## config.mk

```make
export PLATFORM = sky130hd
export DESIGN_NAME = wb_exception_unit
export DESIGN_NICKNAME = d
export VERILOG_FILES = /design/src/rtl/wb_exception_pkg.sv /design/src/rtl/wb_exception_unit_flush_fsm.sv /design/src/rtl/wb_exception_unit.sv
export SDC_FILE = /design/constraint.sdc
export NUM_CORES = 1
export LEC_CHECK = 0
export BUFFER_PORTS_ARGS = -buffer_cell sky130_fd_sc_hd__buf_2
export CAP_MARGIN = 0
export CORE_ASPECT_RATIO = 1.1
export CORE_UTILIZATION = 35
export CTS_CLUSTER_DIAMETER = 120
export DETAILED_ROUTE_END_ITERATION = 10
export SLEW_MARGIN = 20
export SYNTH_ARGS = -nofsm -noshare
export SYNTH_HDL_FRONTEND = slang
export SYNTH_SLANG_ARGS = --single-unit
```

## constraint.sdc

```tcl
create_clock -name clk -period 6.95 [get_ports clk]
set_input_delay 1.39 -clock clk [delete_from_list [all_inputs] [get_ports clk]]
set_output_delay 1.39 -clock clk [all_outputs]
set_load 0.05 [all_outputs]
```

## src/rtl/wb_exception_pkg.sv

```systemverilog
// wb_exception_pkg: shared CP0 numbers, excodes, exception vector and WB record type.
package wb_exception_pkg;
  localparam int PC_W = 32;
  localparam logic [PC_W-1:0] EX_ENTRY_DEF = 32'hBFC0_0380;
  localparam logic [4:0] CP0_EPC = 5'd14;
  localparam logic [4:0] CP0_CAUSE = 5'd13;
  localparam logic [4:0] CP0_STATUS = 5'd12;
  localparam logic [4:0] CP0_BADVADDR = 5'd8;
  localparam logic [4:0] EXC_ADEL = 5'd4;
  localparam logic [4:0] EXC_ADES = 5'd5;
  localparam logic [4:0] EXC_SYS = 5'd8;
  localparam logic [4:0] EXC_BP = 5'd9;
  localparam logic [4:0] EXC_RI = 5'd10;
  localparam logic [4:0] EXC_OV = 5'd12;
  typedef enum logic {RUN, FLUSH} flush_state_e;
  typedef struct packed {
    logic [PC_W-1:0] pc;
    logic [4:0]      ex_code;
    logic            bd;
    logic [31:0]     badvaddr;
    logic            eret;
    logic            mtc0;
    logic            mfc0;
    logic [4:0]      cp0_addr;
    logic [31:0]     rt_value;
    logic [4:0]      dest;
    logic [31:0]     result;
  } ws_rec_t;
endpackage

```

## src/rtl/wb_exception_unit_flush_fsm.sv

```systemverilog
// wb_flush_fsm: one-cycle flush sequencer that latches the redirect target on a committed exception or ERET.
module wb_flush_fsm
  import wb_exception_pkg::*;
#(
  parameter logic [PC_W-1:0] EX_ENTRY = EX_ENTRY_DEF
) (
  input  logic            clk,
  input  logic            reset,
  input  logic            ex,
  input  logic            er,
  input  logic [PC_W-1:0] epc,
  output logic            run,
  output logic            ws_flush,
  output logic [PC_W-1:0] flush_pc
);
  flush_state_e state_q, state_d;
  logic [PC_W-1:0] flush_pc_q, flush_pc_d;
  always_comb begin
    state_d = (state_q == RUN && (ex || er)) ? FLUSH : RUN;
    flush_pc_d = ex ? EX_ENTRY : er ? epc : flush_pc_q;
  end
  always_ff @(posedge clk or posedge reset) begin
    if (reset) begin
      state_q <= RUN;
      flush_pc_q <= '0;
    end else begin
      state_q <= state_d;
      flush_pc_q <= flush_pc_d;
    end
  end
  assign run = state_q == RUN;
  assign ws_flush = state_q == FLUSH;
  assign flush_pc = flush_pc_q;
endmodule

```

## src/rtl/wb_exception_unit.sv

```systemverilog
// wb_exception_unit: write-back register and exception commit point driving CP0 and the GPR write port.
module wb_exception_unit
  import wb_exception_pkg::*;
#(
  parameter logic [PC_W-1:0] EX_ENTRY = EX_ENTRY_DEF
) (
  input  logic            clk,
  input  logic            reset,
  input  logic            ms_to_ws_valid,
  output logic            ws_allowin,
  input  logic [PC_W-1:0] ms_pc,
  input  logic [4:0]      ms_ex_code,
  input  logic            ms_bd,
  input  logic [31:0]     ms_badvaddr,
  input  logic            ms_eret,
  input  logic            ms_mtc0,
  input  logic            ms_mfc0,
  input  logic [4:0]      ms_cp0_addr,
  input  logic [31:0]     ms_rt_value,
  input  logic [4:0]      ms_dest,
  input  logic [31:0]     ms_result,
  output logic [4:0]      cp0_ex_code,
  output logic            cp0_bd,
  output logic            cp0_eret,
  output logic [31:0]     cp0_badvaddr,
  output logic [4:0]      cp0_waddr,
  output logic [31:0]     cp0_wdata,
  output logic [4:0]      cp0_raddr,
  input  logic [31:0]     cp0_rdata,
  output logic            rf_we,
  output logic [4:0]      rf_waddr,
  output logic [31:0]     rf_wdata,
  output logic            ws_flush,
  output logic [PC_W-1:0] flush_pc
);
  ws_rec_t ws_q, ws_d, ms_rec;
  logic ws_valid_q, ws_valid_d;
  logic ex, er, run, mtc0_v, take;
  assign ms_rec = '{pc: ms_pc, ex_code: ms_ex_code, bd: ms_bd, badvaddr: ms_badvaddr,
                    eret: ms_eret, mtc0: ms_mtc0, mfc0: ms_mfc0, cp0_addr: ms_cp0_addr,
                    rt_value: ms_rt_value, dest: ms_dest, result: ms_result};
  assign ex = ws_valid_q & (ws_q.ex_code != '0);
  assign er = ws_valid_q & ws_q.eret & ~ex;
  assign mtc0_v = ws_valid_q & ws_q.mtc0 & ~ex;
  // An ex/er commit and the flush cycle both refuse the offer, which also empties the register.
  always_comb begin
    ws_allowin = run & (~ws_valid_q | ~(ex | er));
    take = ws_allowin & ms_to_ws_valid;
    ws_valid_d = take;
    ws_d = take ? ms_rec : ws_q;
  end
  always_ff @(posedge clk or posedge reset) begin
    if (reset) begin
      ws_valid_q <= 1'b0;
      ws_q <= '0;
    end else begin
      ws_valid_q <= ws_valid_d;
      ws_q <= ws_d;
    end
  end
  always_comb begin
    cp0_ex_code = ex ? ws_q.ex_code : '0;
    cp0_bd = ex & ws_q.bd;
    cp0_eret = er;
    cp0_badvaddr = ex ? ws_q.badvaddr : '0;
    cp0_waddr = mtc0_v ? ws_q.cp0_addr : '0;
    cp0_wdata = ex ? ws_q.pc : mtc0_v ? ws_q.rt_value : '0;
    cp0_raddr = er ? CP0_EPC : (ws_valid_q & ws_q.mfc0) ? ws_q.cp0_addr : '0;
    rf_we = ws_valid_q & ~ex & ~er & (ws_q.dest != '0);
    rf_waddr = ws_valid_q ? ws_q.dest : '0;
    rf_wdata = ~ws_valid_q ? '0 : ws_q.mfc0 ? cp0_rdata : ws_q.result;
  end
  wb_flush_fsm #(.EX_ENTRY(EX_ENTRY)) u_fsm (
    .clk(clk),
    .reset(reset),
    .ex(ex),
    .er(er),
    .epc(cp0_rdata),
    .run(run),
    .ws_flush(ws_flush),
    .flush_pc(flush_pc)
  );
endmodule

```

==> flow_metrics.env <==
export IMPL_drv_slew=0
export IMPL_tightest_slew_ns=1.060
export IMPL_routed_wl_um=24320
export IMPL_clkLatencyLatePin_ns=0.43
export IMPL_cts_setup_buffers=0
export IMPL_io_pins=335
export IMPL_synth_area_um2=8399
export IMPL_hold_path_class="reg -> reg"
export IMPL_synth_flop_cell="dfrtp_1"
export IMPL_grtUsageTotal=0.1939
export IMPL_synthCells=662
export IMPL_htreeDepth=4
export IMPL_path_clk_slew_ns=0.07
export IMPL_drtIter0Drc=314
export IMPL_grt_max_degree=120
export IMPL_gp_congestion=0.8188
export IMPL_fp_row_count=59
export IMPL_seqCellArea_um2=4537
export IMPL_cts_sinks=181
export IMPL_pwr_density_cell_nw_per_um2=453.5
export IMPL_clock_skew_ns=0.01698
export IMPL_antenna_found_initial=3
export IMPL_p_leak_nw=5.300
export IMPL_ys_ff_latch=181
export IMPL_place_inst=1250
export IMPL_max_cap_violations=0
export IMPL_final_cells=1285
export IMPL_endpoint_kind="output port"
export IMPL_firstDrtPassIters=4
export IMPL_critPathLaunchType="register"
export IMPL_tns_ns=0
export IMPL_path_max_fanout=37
export IMPL_die_h_um=164.5
export IMPL_drc_errors=0
export IMPL_via_count=6466
export IMPL_nets=1146
export IMPL_clockBufferDepth=2
export IMPL_final_period_utilization=0.6101
export IMPL_final_core_util=0.4610
export IMPL_yosysWarningCount=0
export IMPL_synth_largest_area_cell="dfrtp_1"
export IMPL_synth_top_area_frac=0.5393
export IMPL_wl_per_cell_um=18.92
export IMPL_yosysSeqAreaShare=0.5393
export IMPL_cp_required_ns=5.56
export IMPL_postRouteAntennaNets=0
export IMPL_ir_drop_mv=0.1681
export IMPL_clock_fmax_mhz=235.8
export IMPL_io_buffers=334
export IMPL_grt_pass1_wl_um=36510
export IMPL_hold_buffers=0
export IMPL_coreArea_um2=23620
export IMPL_drive_above_1_share=0.4217
export IMPL_cts_tree="yes"
export IMPL_initial_core_util=0.3556
export IMPL_syn_area_per_cell_um2=12.69
export IMPL_clockRootBuffer="clkbuf_16"
export IMPL_die_area_um2=24620
export IMPL_grt_pass1_vias=6389
export IMPL_via_per_inst=5.032
export IMPL_die_w_um=149.7
export IMPL_postCtsResizedCells=0
export IMPL_placed_area_um2=10270
export IMPL_setup_viol=0
export IMPL_ys_types=31
export IMPL_gr_total_overflow=0
export IMPL_fin_hold_ws_ns=0.4860
export IMPL_async_flop_share=1.000
export IMPL_synthTopCellsByArea="dfrtp_1 (54%), mux2_1 (16%), mux2i_1 (3.8%)"
export IMPL_multi_input_area_um2=3578
export IMPL_synth_fp_nets=844
export IMPL_hold_viol_final=0
export IMPL_synth_edf_count=0
export IMPL_worstSetupPathType="reg -> out"
export IMPL_relSlewSlack=0.2936
export IMPL_numCtsBuffers=17
export IMPL_rsz0062_at_grt="no"
export IMPL_outcome="finished clean"
export IMPL_critPathArrivalTime_ns=2.85
export IMPL_place_hpwl_um=16480
export IMPL_fin_crit_ns=4.240
export IMPL_fin_area_um2=10890
export IMPL_nFillCells=2211
export IMPL_area_delta_synth_final_pct=29.66
==> synthesized netlist by cell type (all sizes together) (5+ instances only) <==
cell / n
o21ai: 32
a21boi: 35
and4: 7
a22o: 20
mux2i: 32
nor2b: 32
o22a: 12
clkbuf: 35
nand4: 34
dfrtp: 181
nand2: 5
and3: 34
buf: 27
mux2: 147
and2: 10
==> per-layer routing <==
layer,part of all wire,vias to the layer above,global-route usage,routed length [µm]
met3,0.058,23,0.04972,1414
met5,0,-,0,0
li1,-,3013,-,-
met4,0.017,0,0.05831,403
met2,0.49,204,0.3148,12000
met1,0.43,3226,0.2535,10500
==> cell families (layout without fill, tap and decap cells) <==
kind of cell | after synthesis | after routing | share of synthesized area
compound gates | 103 | 103 | 0.08744
buf+inv | 66 | 381 | 0.03769
flops | 181 | 181 | 0.5393
mux | 179 | 179 | 0.2352
other cells | 0 | 3 | 0
simple gates | 133 | 133 | 0.1004
==> registers in the layout (all words and copies together) (netlist names) <==
| signal | flops |
|---|---|
| u_fsm.flush_pc | 32 |
| u_fsm.ws_flush | 1 |
| ws_q | 147 |
| ws_valid_q | 1 |
==> cells in the final DEF, fill, tap and decap left out, types with 3 or more instances in the layout <==
cell type | synthesis | layout
and2_1 | 10 | 10
diode_2 | 0 | 3
a21boi_0 | 35 | 35
mux2_2 | 28 | 28
dfrtp_1 | 181 | 179
nor2b_1 | 32 | 32
clkbuf_16 | 0 | 17
inv_8 | 0 | 4
nor2_1 | 4 | 4
nand2_1 | 5 | 5
mux2i_1 | 32 | 32
o22a_1 | 12 | 12
mux2_1 | 119 | 119
o21ai_0 | 32 | 32
nand4_1 | 34 | 34
inv_6 | 0 | 4
a22o_1 | 20 | 20
buf_4 | 11 | 11
and3_1 | 34 | 34
buf_2 | 10 | 334
and4_1 | 7 | 7
==> worst paths after layout <==
| kind | startpoint | slack [ns] | cells after the start | end |
|---|---|---|---|---|
| setup / recovery | ws_q[114] | 2.71 | 5 | cp0_badvaddr[6] |
| hold / removal | u_fsm.flush_pc[31] | 0.49 | 1 | u_fsm.flush_pc[31] |
| setup reg to reg | ws_valid_q | 3.29 | 6 | ws_q[140] |
| hold reg to reg | u_fsm.flush_pc[31] | 0.49 | 1 | u_fsm.flush_pc[31] |
| max in group asynchronous | reset | 4.29 | 3 | ws_q[74] |
| min in group asynchronous | reset | 1.13 | 2 | ws_q[99] |
==> power by group <==
group / internal, mW / switching, mW
combinational: 0.701 / 1.37
clock: 0.534 / 0.463
sequential: 1.50 / 0.363
==> layout make-up <==
class | count | share of cell area
antenna | 3 | 0.0006893
multi-input combinational | 415 | 0.3286
tap | 305 | 0.03504
timing repair buffer | 345 | 0.1611
sequential | 181 | 0.4166
clock buffer | 19 | 0.04159
inverter | 4 | 0.002068
clock inverter | 13 | 0.01436
==> metrics by stage <==
stage | power, mW | worst slack (ns)
2_1_floorplan | 3.429 | 0.6447
3_3_place_gp | 3.944 | 3.196
3_5_place_dp | 3.976 | 3.176
4_1_cts | 4.985 | 2.732
5_1_grt | 5.220 | 2.476
6_report | 4.939 | 2.710
==> worst max-delay path, stage by stage (launching register included) <==
cell,delay [ns]
dfrtp_1,0.43
nor4_4,0.27
buf_4,0.45
nand2_1,0.61
and3_1,0.43
buf_2,0.21
Power figures use the tool's default switching activity.
